<file path="src/rtl/lcd_defs.sv">
// Shared definitions for the LCD text buffer: FSM states, control codes and
// the printable character window.
package lcd_defs;

    typedef enum logic [2:0] {
        ST_CLEAR,
        ST_IDLE,
        ST_HOLD,
        ST_TRIG,
        ST_WAIT_ACK,
        ST_WAIT_DONE
    } state_t;

    localparam logic [7:0] CH_LF    = 8'h0A;
    localparam logic [7:0] CH_CR    = 8'h0D;
    localparam logic [7:0] CH_FF    = 8'h0C;
    localparam logic [7:0] CH_BS    = 8'h08;
    localparam logic [7:0] CH_SPACE = 8'h20;

    localparam logic [7:0] CH_PRINT_LO = 8'h20;
    localparam logic [7:0] CH_PRINT_HI = 8'h7E;

    function automatic logic is_printable(input logic [7:0] c);
        return (c >= CH_PRINT_LO) && (c <= CH_PRINT_HI);
    endfunction

endpackage

</file>
<file path="src/rtl/lcd_char_ram.sv">
// Screen image storage: one synchronous write port, one combinational read
// port so the driver sees data in the same cycle it presents an address.
module lcd_char_ram #(
    parameter int MEM_DEPTH = 64,
    localparam int AW = $clog2(MEM_DEPTH)
) (
    input  logic          clk,
    input  logic          we,
    input  logic [AW-1:0] wr_addr,
    input  logic [7:0]    wr_data,
    input  logic [AW-1:0] rd_addr,
    output logic [7:0]    rd_data
);

    logic [7:0] mem [MEM_DEPTH];

    always_ff @(posedge clk) begin
        if (we) begin
            mem[wr_addr] <= wr_data;
        end
    end

    assign rd_data = mem[rd_addr];

endmodule

</file>
<file path="src/rtl/lcd_text_buffer.sv">
// Character frame buffer in front of the HD44780 driver: accepts a character
// stream, keeps the screen image and batches writes into single refreshes.
module lcd_text_buffer
    import lcd_defs::*;
#(
    parameter int MEM_DEPTH   = 64,
    parameter int ROW_LEN     = 16,
    parameter int HOLDOFF     = 250,
    parameter int ACK_TIMEOUT = 16,
    localparam int AW = $clog2(MEM_DEPTH)
) (
    input  logic          clk,
    input  logic          rst,
    input  logic          in_valid,
    output logic          in_ready,
    input  logic [7:0]    in_char,
    input  logic [AW-1:0] rd_addr,
    output logic [7:0]    rd_data,
    input  logic          lcd_busy,
    output logic          lcd_trg,
    output logic [AW-1:0] cursor,
    output logic          dirty
);

    localparam int HW = (HOLDOFF > 1) ? $clog2(HOLDOFF) : 1;
    localparam int TW = $clog2(ACK_TIMEOUT);
    localparam logic [HW-1:0] HOLD_LOAD = HW'(HOLDOFF - 1);
    localparam logic [TW-1:0] ACK_LOAD  = TW'(ACK_TIMEOUT - 1);
    localparam logic [AW-1:0] ROW_MASK  = AW'(ROW_LEN - 1);
    localparam logic [AW-1:0] LAST_IDX  = AW'(MEM_DEPTH - 1);

    state_t        state_reg, state_next;
    logic [AW-1:0] clr_idx_reg, clr_idx_next;
    logic [AW-1:0] cursor_reg, cursor_next;
    logic          dirty_reg, dirty_next;
    logic [HW-1:0] hold_cnt_reg, hold_cnt_next;
    logic [TW-1:0] ack_cnt_reg, ack_cnt_next;

    logic          accept, is_print, is_ctrl, set_dirty, ff_accept;
    logic          ram_we;
    logic [AW-1:0] ram_waddr;
    logic [7:0]    ram_wdata;

    assign in_ready  = (state_reg != ST_CLEAR);
    assign accept    = in_valid & in_ready;
    assign is_print  = is_printable(in_char);
    assign is_ctrl   = (in_char == CH_LF) || (in_char == CH_CR) ||
                       (in_char == CH_FF) || (in_char == CH_BS);
    assign set_dirty = accept & (is_print | is_ctrl);
    assign ff_accept = accept & (in_char == CH_FF);

    // Reset gates the pulse combinationally so an abort drops it immediately.
    assign lcd_trg = (state_reg == ST_TRIG) && !rst;
    assign cursor  = cursor_reg;
    assign dirty   = dirty_reg;

    always_comb begin
        state_next    = state_reg;
        clr_idx_next  = clr_idx_reg;
        cursor_next   = cursor_reg;
        dirty_next    = dirty_reg;
        hold_cnt_next = hold_cnt_reg;
        ack_cnt_next  = ack_cnt_reg;
        ram_we        = 1'b0;
        ram_waddr     = cursor_reg;
        ram_wdata     = in_char;

        if (accept) begin
            if (is_print) begin
                ram_we      = 1'b1;
                cursor_next = cursor_reg + 1'b1;
            end else if (in_char == CH_LF) begin
                cursor_next = (cursor_reg | ROW_MASK) + 1'b1;
            end else if (in_char == CH_CR) begin
                cursor_next = cursor_reg & ~ROW_MASK;
            end else if (in_char == CH_BS) begin
                cursor_next = cursor_reg - 1'b1;
            end
        end

        case (state_reg)
            ST_CLEAR: begin
                ram_we       = 1'b1;
                ram_waddr    = clr_idx_reg;
                ram_wdata    = CH_SPACE;
                clr_idx_next = clr_idx_reg + 1'b1;
                if (clr_idx_reg == LAST_IDX) begin
                    state_next  = ST_IDLE;
                    cursor_next = '0;
                    dirty_next  = 1'b1;
                end
            end
            ST_IDLE: begin
                // Counting from the accepting edge keeps the holdoff identical in IDLE and HOLD.
                if ((dirty_reg || set_dirty) && !lcd_busy) begin
                    state_next    = ST_HOLD;
                    hold_cnt_next = HOLD_LOAD;
                end
            end
            ST_HOLD: begin
                if (lcd_busy) begin
                    state_next = ST_IDLE;
                end else if (set_dirty) begin
                    hold_cnt_next = HOLD_LOAD;
                end else if (hold_cnt_reg == '0) begin
                    state_next = ST_TRIG;
                end else begin
                    hold_cnt_next = hold_cnt_reg - 1'b1;
                end
            end
            ST_TRIG: begin
                dirty_next   = 1'b0;
                state_next   = ST_WAIT_ACK;
                ack_cnt_next = ACK_LOAD;
            end
            ST_WAIT_ACK: begin
                if (lcd_busy) begin
                    state_next = ST_WAIT_DONE;
                end else if (ack_cnt_reg == '0) begin
                    state_next = ST_IDLE;
                    dirty_next = 1'b1;
                end else begin
                    ack_cnt_next = ack_cnt_reg - 1'b1;
                end
            end
            ST_WAIT_DONE: begin
                if (!lcd_busy) begin
                    state_next = ST_IDLE;
                end
            end
            default: state_next = ST_CLEAR;
        endcase

        // A fresh write always beats the TRIG-cycle clear.
        if (set_dirty) begin
            dirty_next = 1'b1;
        end
        if (ff_accept) begin
            state_next   = ST_CLEAR;
            clr_idx_next = '0;
            cursor_next  = '0;
        end
    end

    always_ff @(posedge clk) begin
        if (rst) begin
            state_reg    <= ST_CLEAR;
            clr_idx_reg  <= '0;
            cursor_reg   <= '0;
            dirty_reg    <= 1'b1;
            hold_cnt_reg <= '0;
            ack_cnt_reg  <= '0;
        end else begin
            state_reg    <= state_next;
            clr_idx_reg  <= clr_idx_next;
            cursor_reg   <= cursor_next;
            dirty_reg    <= dirty_next;
            hold_cnt_reg <= hold_cnt_next;
            ack_cnt_reg  <= ack_cnt_next;
        end
    end

    lcd_char_ram #(
        .MEM_DEPTH(MEM_DEPTH)
    ) u_ram (
        .clk    (clk),
        .we     (ram_we),
        .wr_addr(ram_waddr),
        .wr_data(ram_wdata),
        .rd_addr(rd_addr),
        .rd_data(rd_data)
    );

endmodule

</file>
<file path="config.mk">
export PLATFORM = sky130hd
export DESIGN_NAME = lcd_text_buffer
export DESIGN_NICKNAME = d
export VERILOG_FILES = /design/src/rtl/lcd_defs.sv /design/src/rtl/lcd_char_ram.sv /design/src/rtl/lcd_text_buffer.sv
export SDC_FILE = /design/constraint.sdc
export NUM_CORES = 1
export LEC_CHECK = 0
export ABC_AREA = 1
export CAP_MARGIN = 10
export CORE_MARGIN = 3
export CORE_UTILIZATION = 45
export DETAILED_ROUTE_END_ITERATION = 8
export REMOVE_ABC_BUFFERS = 1
export SLEW_MARGIN = 20
export SYNTH_ARGS = -nofsm -noshare
export SYNTH_HDL_FRONTEND = slang
export SYNTH_SLANG_ARGS = --single-unit
</file>
<file path="constraint.sdc">
create_clock -name clk -period 3.2 [get_ports clk]
set_clock_uncertainty 0.1 [all_clocks]
set_input_delay 0.48 -clock clk [delete_from_list [all_inputs] [get_ports clk]]
set_output_delay 0.48 -clock clk [all_outputs]
set_load 0.1 [all_outputs]
</file>
[Yosys cells after proc, flatten, opt, wreduce, memory -nomap -nowiden]
Memory sizes are Yosys's and may differ from the RTL's.
Cells that the tools add are included.
Widths: inputs -> output; s select.
Cells by class
  reduce and logical (&&, ||, !) cells: 22
  bitwise gates (word level): 4
  equal/unequal tests: 21
  add/sub/neg operators: 6
  order comparisons: 2
  multiplexer cells: 35
Operator list (count)
  $mux 6: 8
  $mux 8: 5
  $eq 8x4->1 const B: 4
  $mux 3: 8
  $add 6x1->6 const B: 3
  $pmux 3 s6: 1
  $pmux 8 s2: 1
  $ne 2x2->1 const B: 7
  $ne 3x3->1 const B: 4
  $ge 8x6->1 const B: 1
  $le 8x7->1 const B: 1
  $logic_not 8->1: 1
  $mux 1: 8
  $mux 4: 2
  $pmux 4 s2: 1
  $reduce_and 4->1: 2
  $sub 8x1->8 const B: 1
  $eq 3x2->1 const B: 2
  $eq 3x3->1 const B: 2
  $eq 6x6->1 const B: 1
  $reduce_and 6->1: 1
  $reduce_bool 3->1: 2
  $sub 6x1->6 const B: 1
  $logic_not 4->1: 1
  other kinds (12): 22
Word-level totals
  word-level logic and storage cells: 97
  memory bits (writable): 512
  input bits: 18
  register bits: 28
  output and inout port bits: 17
  memories kept: 1
Memory list
  u_ram.mem: words 64, bits a word 8, rd ports 1, clocked after Yosys merged registers in 0, wr ports 1, line lcd_char_ram.sv:15  | logic [7:0] mem [MEM_DEPTH];

[Longest topological paths before layout]
Gate-level depths: netlist of the first run.
  word-level depth: 10
  mapped depth: 13

[Modules after synthesis]
From an unflattened synthesis of the first run, not the netlist that was laid out.
Second synthesis, totals
  cells, all modules: 2133
  area total of the unflattened synthesis: 23326.1 µm²
By module, submodules not included
  lcd_char_ram: area each 21179.1 µm², instances 1, cells an instance 1797
  lcd_text_buffer: area each 2147.1 µm², instances 1, cells an instance 336

[Worst setup path after synthesis of the first run]
Ideal clock, no wire load.
  path type: flip-flop to flip-flop
  start point: register state_reg[2]
  end point: memory u_ram.mem[0][7], data pin
  setup slack: 356 ps
  buffers on the path: 1
  arrival: 2245 ps
  stages on the path, launching flop included: 5
  period minus slack after synthesis: 2844 ps
  data required time: 2601 ps
  cell sequence: dfxtp_1 > or2_4 > nor2_8 > buf_2 > nor2_1
Between the ends
  cells in the longest elaborated chain, start to end: 2
RTL lines
  start: declaration: line lcd_text_buffer.sv:32  | state_t state_reg, state_next;
  start signal: assignment: line lcd_text_buffer.sv:154  | state_reg <= state_next;
  $logic_not 3->1: line lcd_text_buffer.sv:81  | case (state_reg)
  $mux 8: line lcd_text_buffer.sv:81
  via ram_wdata[7]: line lcd_text_buffer.sv:42  | logic [7:0] ram_wdata;
  end: declaration: line lcd_char_ram.sv:15
The timed path passes the listed nets, and every way through them passes these cells.

[Final worst setup path of the first run]
  start point: input rd_addr[0]
  end point: output rd_data[6]
Between the ends
  cells in the longest elaborated chain, start to end: 1
RTL lines
  start: declaration: line lcd_text_buffer.sv:17  | input logic [AW-1:0] rd_addr,
  $mem_v2 64x8
  end: declaration: line lcd_text_buffer.sv:18  | output logic [7:0] rd_data,
Every way passes these cells.

==> flow_summary.yaml, run 1 <==
outcome:
  status: "complete, no violations"
power_and_ir_drop:
  vdd_drop_max_mv: 0.544
  p_leak_nw: 9.17
  p_seq_share_pct: 45.0
  power_per_cell_area_mw_per_mm2: 760
  p_total_mw: 20.1
  intPower_mw: 14.1
  switchingPower_mw: 6.06
  swShare_pct: 30.1
  power_frac_clock_pct: 33.3
  power_frac_comb_pct: 21.6
final_layout:
  postLayoutCellArea_mm2: 0.0265
  largest_reg_flops: 512
  fillCellCount: 4119
  regArea_mm2: 0.0159
  num-nets-final: 2055
  syn_to_final_growth_pct: 17.7
  multiInputGateArea_mm2: 0.00582
  diodes: 0
  drive_above_1_share_pct: 14.0
synthesis:
  synth-seq-cells: 540
  postSynth.asyncResetShare_pct: 0
  avgSynthCellArea_um2: 11.7
  synthTopCellsByArea: "edfxtp_1, nor2_1, o21ai_0"
  synth_commonest_cells: "edfxtp_1, nor2_1, o21ai_0, nand2_1, o22ai_1"
  synth_edf_count: 512
  netlist.area_leader.share_pct: 68.4
  synth_top_flop_cell: "edfxtp_1"
  netlist_area_mm2: 0.0225
  synthCells: 1919
  synth_area_leader_cell: "edfxtp_1"
  synth_most_common_cell: "edfxtp_1"
  yosysWarnings: 0
  synth_seq_area_share_pct: 70.9
  synthDistinctLibCells: 45
clocking:
  cts.sinks: 540
  numCtsBuffers: 56
  cts_tree: "done"
  htreeDepth: 2
  clkTransAtPathRegs_ns: 0.06
  cts_buffer_depth: 3
  clock_latency_ns: 0.60
  cts_root_buf: "clkbuf_16"
grt:
  grt_overflow: 0
  grt_pass1_vias: 15000
  grt_pass1_wl_um: 89900
  grt_util_all_layers_pct: 22.2
  antenna_found_initial: 1
  grt_max_degree: 79
die:
  rows: 81
  die_height_um: 230
  die_w_um: 230
  dieArea_mm2: 0.0527
  core_area_mm2: 0.0492
  ioPinCount: 35
  start_util_pct: 45.8
routing:
  drcViolationCount: 0
  routed.top_layer: "met5"
  dr_total_vias: 15400
  drt-total-wl_um: 59000
  first_pass_iters: 7
  route.met3.wl_um: 4580
  via_per_inst: 5.63
  wl_met1_um: 25900
  drt_first_iter_violations: 1554
  met2WireLength_um: 27400
  wl_per_cell_um: 21.5
  antenna_left: 0
sta:
  finalHoldViolCount: 0
  finalSetupViolCount: 0
  timing.fmax_mhz: 329
  tightest_slew_ns: 0.766
  fin_crit_sh_pct: 95.1
  fin_crit_ns: 3.04
  fin_ws_ns: 0.158
  rsz0062_at_grt: "false"
  hold_ws_ns: 0.390
  slew_headroom_pct: 49.0
  drv_slew: 0
worst_setup_path:
  worstPathMaxFanout: 29
  timing.critical_path.to_type: "output port"
  arrival_ns: 2.46
  cp-start-kind: "input pin"
  crit_required_ns: 2.62
  worstSetupPathType: "input pin to output port"
min_path:
  min_path_type: "register to register"
run:
  drv_cap: 0
place:
  dp_hpwl_um: 35000
  pre_cts_ws_ns: 0.175
  gp_congestion: 0.868
  port_buffers: 34
  place_area_mm2: 0.0246
## what timing repair did
| action | 4_1_cts | 5_1_grt |
|---|---|---|
| hold buffers | 0 | 0 |
| endpoints found under the setup margin | 0 | 1 |
| gates resized for setup | 0 | 1 |
| setup buffers | 0 | 0 |
## critical path, stage by stage
cell and delay, ns:
buf_6 0.12, inv_6 0.25, buf_6 0.26, o21ai_0 0.12, o22ai_1 0.17, o21ai_1 0.10
o211ai_1 0.36, nand3_1 0.21, nand2_1 0.17, buf_12 0.18
## per-stage QoR
step | instances | util (%) | setup TNS [ns]
2_1_floorplan | 1811 | - | -7.85
3_3_place_gp | 2637 | 50.0 | 0
3_5_place_dp | 2637 | 50.0 | 0
4_1_cts | 2741 | 53.9 | 0
5_1_grt | 2741 | 53.9 | 0
6_report | 2741 | 53.9 | 0
## kinds of logic after synthesis
| family | Yosys count | share of synthesized area [%] |
|---|---|---|
| buffers and inverters | 185 | 3.52 |
| DFF | 540 | 70.9 |
| AOI/OAI and AO/OA | 523 | 12.8 |
| and+or+nand+nor | 654 | 12.0 |
| adders and majority gates | 6 | 0.334 |
| xor gates and xnor gates | 11 | 0.428 |
## power groups by stage
stage	registers [mW]	clock network, mW	logic [mW]
finish	9.06	6.71	4.35
global route	9.09	7.08	4.69
CTS	9.06	6.82	4.34
detailed placement	9.20	0	4.33
global placement	9.19	0	4.24
floorplan	9.36	0	2.25
## metal layers
layer	global-route usage, %	up-vias
li1	-	7169
met3	4.03	83
met1	31.9	7605
met5	0	-
met2	35.2	572
met4	5.63	2
## placed cells by master, fill, tap and decap left out, types with 31 or more instances in the layout
cell type	Yosys	routed
a21oi_1	31	31
buf_12	0	35
buf_4	5	110
clkbuf_16	0	57
edfxtp_1	512	512
inv_1	67	66
nand2_1	157	156
nand3_1	31	31
nor2_1	415	408
o21ai_0	285	285
o21ai_1	47	47
o22ai_1	129	129
## final timing paths
check,from,end,slack (ns),cells past startpoint
setup / recovery,rd_addr[0],rd_data[6],0.16,10
hold / removal,ack_cnt_reg[3],ack_cnt_reg[3],0.39,2
setup reg to reg,state_reg[2],u_ram.mem[63][4],0.66,10
hold reg to reg,ack_cnt_reg[3],ack_cnt_reg[3],0.39,2
## final cells by class
class | count | area share (%)
Tap cell | 664 | 3.14
Sequential cell | 540 | 60.2
Timing Repair Buffer | 162 | 6.40
Clock inverter | 32 | 1.46
Clock buffer | 72 | 5.71
Inverter | 77 | 1.12
Multi-Input combinational cell | 1194 | 22.0
Power figures use the tool's default switching activity.
==> run 2: changes to the inputs <==
--- a/config.mk
+++ b/config.mk
@@ -14,4 +14,5 @@
 export SLEW_MARGIN = 20
 export SYNTH_ARGS = -nofsm -noshare
 export SYNTH_HDL_FRONTEND = slang
+export SYNTH_HIERARCHICAL = 1
 export SYNTH_SLANG_ARGS = --single-unit
==> run 2 against run 1 <==
Against the previous run:
- first-iteration DRC count up 14%
- flip-flop and latch count stayed put
- final area increased by 1.3%
- synthesized area rose by 3.7%
- count of clock-buffer cells in the layout decreased by 4
- final cell count increased by 7.4%
- largest power group unchanged
==> flow_summary.yaml, run 2 <==
synthesis:
  synth-seq-cells: 540
  synth_commonest_cells: "nand2_1, edfxtp_1, nand3_1, nor2_1, inv_1"
  synth-compound-area-share_pct: 1.12
  synth_top_family_by_area: "simple AND/OR/NAND/NOR gates"
  synthCells: 2133
  synth-xor-area-share_pct: 0.263
  yosysWarnings: 6
  synthTopCellsByArea: "edfxtp_1, nand2_1, nand3_1"
  netlist_area_mm2: 0.0233
  synth_seq_area_share_pct: 68.3
  synth_most_common_cell: "nand2_1"
  synth_edf_count: 512
  synth-simple-area-share_pct: 25.2
  synth_area_leader_cell: "edfxtp_1"
  avgSynthCellArea_um2: 10.9
  synth_top_flop_cell: "edfxtp_1"
  muxShareOfSynthArea_pct: 0
  synth-adder-area-share_pct: 0.322
  synthDistinctLibCells: 45
  netlist.area_leader.share_pct: 65.9
  postSynth.asyncResetShare_pct: 0
worst_setup_path:
  worstPathMaxFanout: 43
  timing.critical_path.to_type: "output port"
  crit_family: "buffers and inverters"
  arrival_ns: 2.40
  worstSetupPathType: "input pin to output port"
  path_cells: "buf_6 > inv_6 > buf_12 > buf_4 > nand2_1 > nand3_1 > nand3_1 > nand2_1 > nand2_1 > nand3_1 > nand3_1 > nand2_1 > buf_12"
  crit_required_ns: 2.62
  cp-start-kind: "input pin"
  cp_slowest_cell: "inv_6"
  max_stage_delay_ns: 0.26
  crit_buf_inv: 5
place:
  dp.cells: 2840
  gp_congestion: 0.832
  dp_hpwl_um: 35400
  pre_cts_ws_ns: 0.180
  port_buffers: 34
  place_area_mm2: 0.0249
final_layout:
  largest_reg_flops: 512
  num-nets-final: 2250
  diodes: 0
  final_cell_mix: "nand2_1, edfxtp_1, nand3_1, buf_4, nor2_1"
  final_common_cell: "nand2_1"
  fillCellCount: 4413
  drive_above_1_share_pct: 12.1
  syn_to_final_growth_pct: 15.0
  final_cells: 2944
  postLayoutCellArea_mm2: 0.0268
grt:
  antenna_found_initial: 0
  grt_overflow: 0
  grt_max_degree: 104
  grt_util_all_layers_pct: 21.6
  grt_pass1_vias: 15500
  grt_pass1_wl_um: 90100
clocking:
  cts_buffer_depth: 3
  cts_root_buf: "clkbuf_16"
  cts_tree: "done"
  ctsResizeCount: 0
  cts-hold-fix-buffers: 0
  numCtsBuffers: 56
  post_cts_buffers: 0
  htreeDepth: 2
  cts.sinks: 540
  clock_latency_ns: 0.60
  clkTransAtPathRegs_ns: 0.06
die:
  start_util_pct: 46.0
  dieArea_mm2: 0.0546
  ioPinCount: 35
  core_area_mm2: 0.0507
  die_w_um: 234
  rows: 82
  die_height_um: 234
outcome:
  status: "complete, no violations"
power_and_ir_drop:
  power_per_cell_area_mw_per_mm2: 644
  p_total_mw: 17.3
  p_leak_nw: 10.1
  vdd_drop_max_mv: 0.410
routing:
  via_per_inst: 5.43
  antenna_left: 0
  drt_first_iter_violations: 1778
  wl_per_cell_um: 20.0
  first_pass_iters: 5
  dr_total_vias: 16000
  drcViolationCount: 0
  drt-total-wl_um: 58800
min_path:
  min_path_type: "register to register"
sta:
  rsz0062_at_grt: "false"
  fin_ws_ns: 0.215
  slew_headroom_pct: 36.6
  fin_crit_ns: 2.98
  timing.fmax_mhz: 335
  drv_slew: 0
  tightest_slew_ns: 0.941
  fin_crit_sh_pct: 93.3
  finalHoldViolCount: 0
  finalSetupViolCount: 0
  hold_ws_ns: 0.388
run:
  drv_cap: 0
## run 2: changes by cell type after synthesis, sizes merged, moves of 3 or more
cell | before | now
nor2 | 423 | 115
clkbuf | 59 | 15
nand3 | 33 | 464
o22ai | 129 | 2
a21oi | 34 | 14
nor4 | 1 | 8
o211ai | 10 | 2
o21ai | 337 | 17
buf | 49 | 102
o221ai | 3 | 0
nand2 | 173 | 731
## run 2: path summary, 6_finish.rpt
check                       from          endpoint  slack [ns]  cells after the start
setup / recovery      rd_addr[0]        rd_data[6]        0.22                     13
hold / removal    clr_idx_reg[1]    clr_idx_reg[1]        0.39                      2
hold reg to reg   clr_idx_reg[1]    clr_idx_reg[1]        0.39                      2
setup reg to reg    state_reg[0]  u_ram/mem[61][4]        0.28                     11
## run 2: cell type report
cell class                 instances  area [um^2]  area share (%)
sequential                       540        15900            59.4
multi-input combinational       1401         6320            23.6
timing repair buffer             152         1490            5.55
clock buffer                      68         1470            5.47
tap                              672          841            3.13
clock inverter                    36          478            1.78
inverter                          75          292            1.09
## run 2: metrics by stage
step	TNS (ns)	utilization [%]
2_1_floorplan	-177.08	-
3_3_place_gp	0	49.1
3_5_place_dp	0	49.1
4_1_cts	0	52.9
5_1_grt	0	52.9
6_report	0	52.9
## run 2: logic make-up (layout without fill, tap and decap cells)
| kind of cell | after synthesis | after routing |
|---|---|---|
| xor+xnor | 7 | 7 |
| buf+inv | 192 | 331 |
| fa+ha+maj | 6 | 6 |
| flops | 540 | 540 |
| compound gates | 44 | 44 |
| simple gates | 1344 | 1344 |
## run 2: power by group
group	leakage (nW)	internal [mW]	switching, mW
Sequential	4.93	8.11	0.0721
Clock	0.955	4.10	2.72
Combinational	4.23	0.615	1.67
## run 2: worst min-delay path: stages, from the launching register on
cell and delay, ns:
dfxtp_1 0.32, nand2_1 0.07, a21oi_1 0.05
## run 2: metal layers
layer,up-vias,share of wire [%],track usage (%)
met1,7678,44,30.8
met4,0,2.5,6.27
li1,7584,-,-
met2,622,46,34.1
met3,96,7.6,3.91
met5,-,0,0
==> run 3: changes to the inputs <==
==> constraint.sdc (replaced) <==
create_clock -name clk -period 3.3 [get_ports clk]
set_clock_uncertainty 0.1 [all_clocks]
set_input_delay 0.495 -clock clk [delete_from_list [all_inputs] [get_ports clk]]
set_output_delay 0.495 -clock clk [all_outputs]
set_load 0.1 [all_outputs]
==> run 3 against run 2 <==
Against the previous run:
- final area fell by 0.45%
- utilization decreased by 0.24 points
- clock power fell by 12%
==> flow_summary.yaml, run 3 (synthesis gave the netlist of run 2 again) <==
sta:
  tightest_slew_ns: 0.846
  timing.fmax_mhz: 335
  finalHoldViolCount: 0
  fin_ws_ns: 0.311
  fin_crit_sh_pct: 90.6
  finalSetupViolCount: 0
  fin_crit_ns: 2.99
  slew_headroom_pct: 43.5
  rsz0062_at_grt: "false"
  hold_ws_ns: 0.377
  drv_slew: 0
final_layout:
  drive_above_1_share_pct: 11.8
  num-nets-final: 2253
  postLayoutCellArea_mm2: 0.0267
  fillCellCount: 4404
  syn_to_final_growth_pct: 14.5
  largest_reg_flops: 512
  final_cells: 2939
  final_cell_mix: "nand2_1, edfxtp_1, nand3_1, buf_4, nor2_1"
  final_common_cell: "nand2_1"
  diodes: 0
die:
  dieArea_mm2: 0.0546
  start_util_pct: 46.0
  core_area_mm2: 0.0507
  die_w_um: 234
  ioPinCount: 35
  rows: 82
  die_height_um: 234
worst_setup_path:
  arrival_ns: 3.22
  max_stage_delay_ns: 0.41
  crit_buf_inv: 6
  crit_top_cell: "buf_4"
  timing.critical_path.to_type: "register"
  r2r_cells: 11
  worstPathMaxFanout: 20
  cp_slowest_cell: "dfxtp_1"
  crit_cells: 11
  crit_family: "buffers and inverters"
  cp-start-kind: "register"
  path_cells: "inv_2 > nand2_2 > inv_1 > nand2_1 > o21ai_0 > buf_4 > inv_1 > nand4_1 > buf_4 > nor2_1 > buf_4"
  worstSetupPathType: "register to register"
  crit_required_ns: 3.53
grt:
  grt_pass1_wl_um: 91000
  grt_pass1_vias: 15700
  grt_overflow: 0
  antenna_found_initial: 0
  grt_util_all_layers_pct: 21.8
  grt_max_degree: 104
routing:
  first_pass_iters: 5
  dr_total_vias: 16100
  antenna_left: 0
  drt_first_iter_violations: 1485
  wl_per_cell_um: 20.1
  via_per_inst: 5.47
  drcViolationCount: 0
  drt-total-wl_um: 59000
place:
  dp_hpwl_um: 36200
  port_buffers: 34
  dp.cells: 2843
  place_area_mm2: 0.0250
  pre_cts_ws_ns: 0.0999
  gp_congestion: 0.885
clocking:
  cts_root_buf: "clkbuf_16"
  cts-hold-fix-buffers: 0
  htreeDepth: 2
  clock_latency_ns: 0.60
  cts.sinks: 540
  post_cts_buffers: 0
  clkTransAtPathRegs_ns: 0.06
  numCtsBuffers: 56
  cts_buffer_depth: 3
  cts_tree: "done"
  ctsResizeCount: 0
power_and_ir_drop:
  p_leak_nw: 10.1
  p_total_mw: 16.1
  power_per_cell_area_mw_per_mm2: 604
  vdd_drop_max_mv: 0.422
outcome:
  status: "complete, no violations"
min_path:
  min_path_type: "register to register"
  hold_depth: 2
run:
  drv_cap: 0
==> run 3: cell types whose count changed in the layout (fill, tap and decap cells not counted), moves of 2 or more <==
cell / previous run / this run
bufinv_16: 10 / 2
buf_12: 25 / 31
clkinv_2: 14 / 8
clkinv_1: 6 / 11
clkbuf_8: 0 / 4
buf_4: 111 / 108
clkbuf_1: 11 / 9
==> run 3: tightest hold or removal path, cell delays in order, from the launching register on <==
cell     delay [ns]
dfxtp_1        0.32
inv_1          0.06
a21oi_1        0.05
==> run 3: layer usage <==
| metal | up-vias | part of all wire, % | GRT usage (%) |
|---|---|---|---|
| met2 | 567 | 46 | 34.3 |
| li1 | 7584 | - | - |
| met1 | 7825 | 44 | 31.3 |
| met5 | - | 0 | 0 |
| met3 | 100 | 7.5 | 3.78 |
| met4 | 0 | 2.6 | 6.18 |
==> run 3: area by class of cell <==
cell class	instances	area, um^2	area share [%]
Inverter	75	292	1.09
Tap cell	672	841	3.15
Clock buffer	70	1520	5.67
Sequential cell	540	15900	59.7
Multi-Input combinational cell	1401	6320	23.7
Clock inverter	26	211	0.792
Timing Repair Buffer	155	1590	5.95
==> run 3: power breakdown <==
group          total, mW  switching, mW  internal [mW]
Combinational       2.22           1.59          0.633
Sequential          7.93         0.0664           7.86
Clock               5.98           2.58           3.40
==> run 3: worst paths after layout <==
path	slack (ns)	startpoint	endpoint
max	0.31	state_reg[2]	u_ram/mem[36][3]
min	0.38	cursor[5]	cursor[5]
max reg2reg	0.31	state_reg[2]	u_ram/mem[36][3]
min reg2reg	0.38	cursor[5]	cursor[5]
==> run 3: metrics by stage <==
| step | setup TNS [ns] | util [%] |
|---|---|---|
| 5_1_grt | 0 | 52.7 |
| 4_1_cts | 0 | 52.7 |
| 3_5_place_dp | 0 | 49.3 |
| 2_1_floorplan | -122.12 | - |
| 3_3_place_gp | 0 | 49.3 |
| 6_report | 0 | 52.7 |
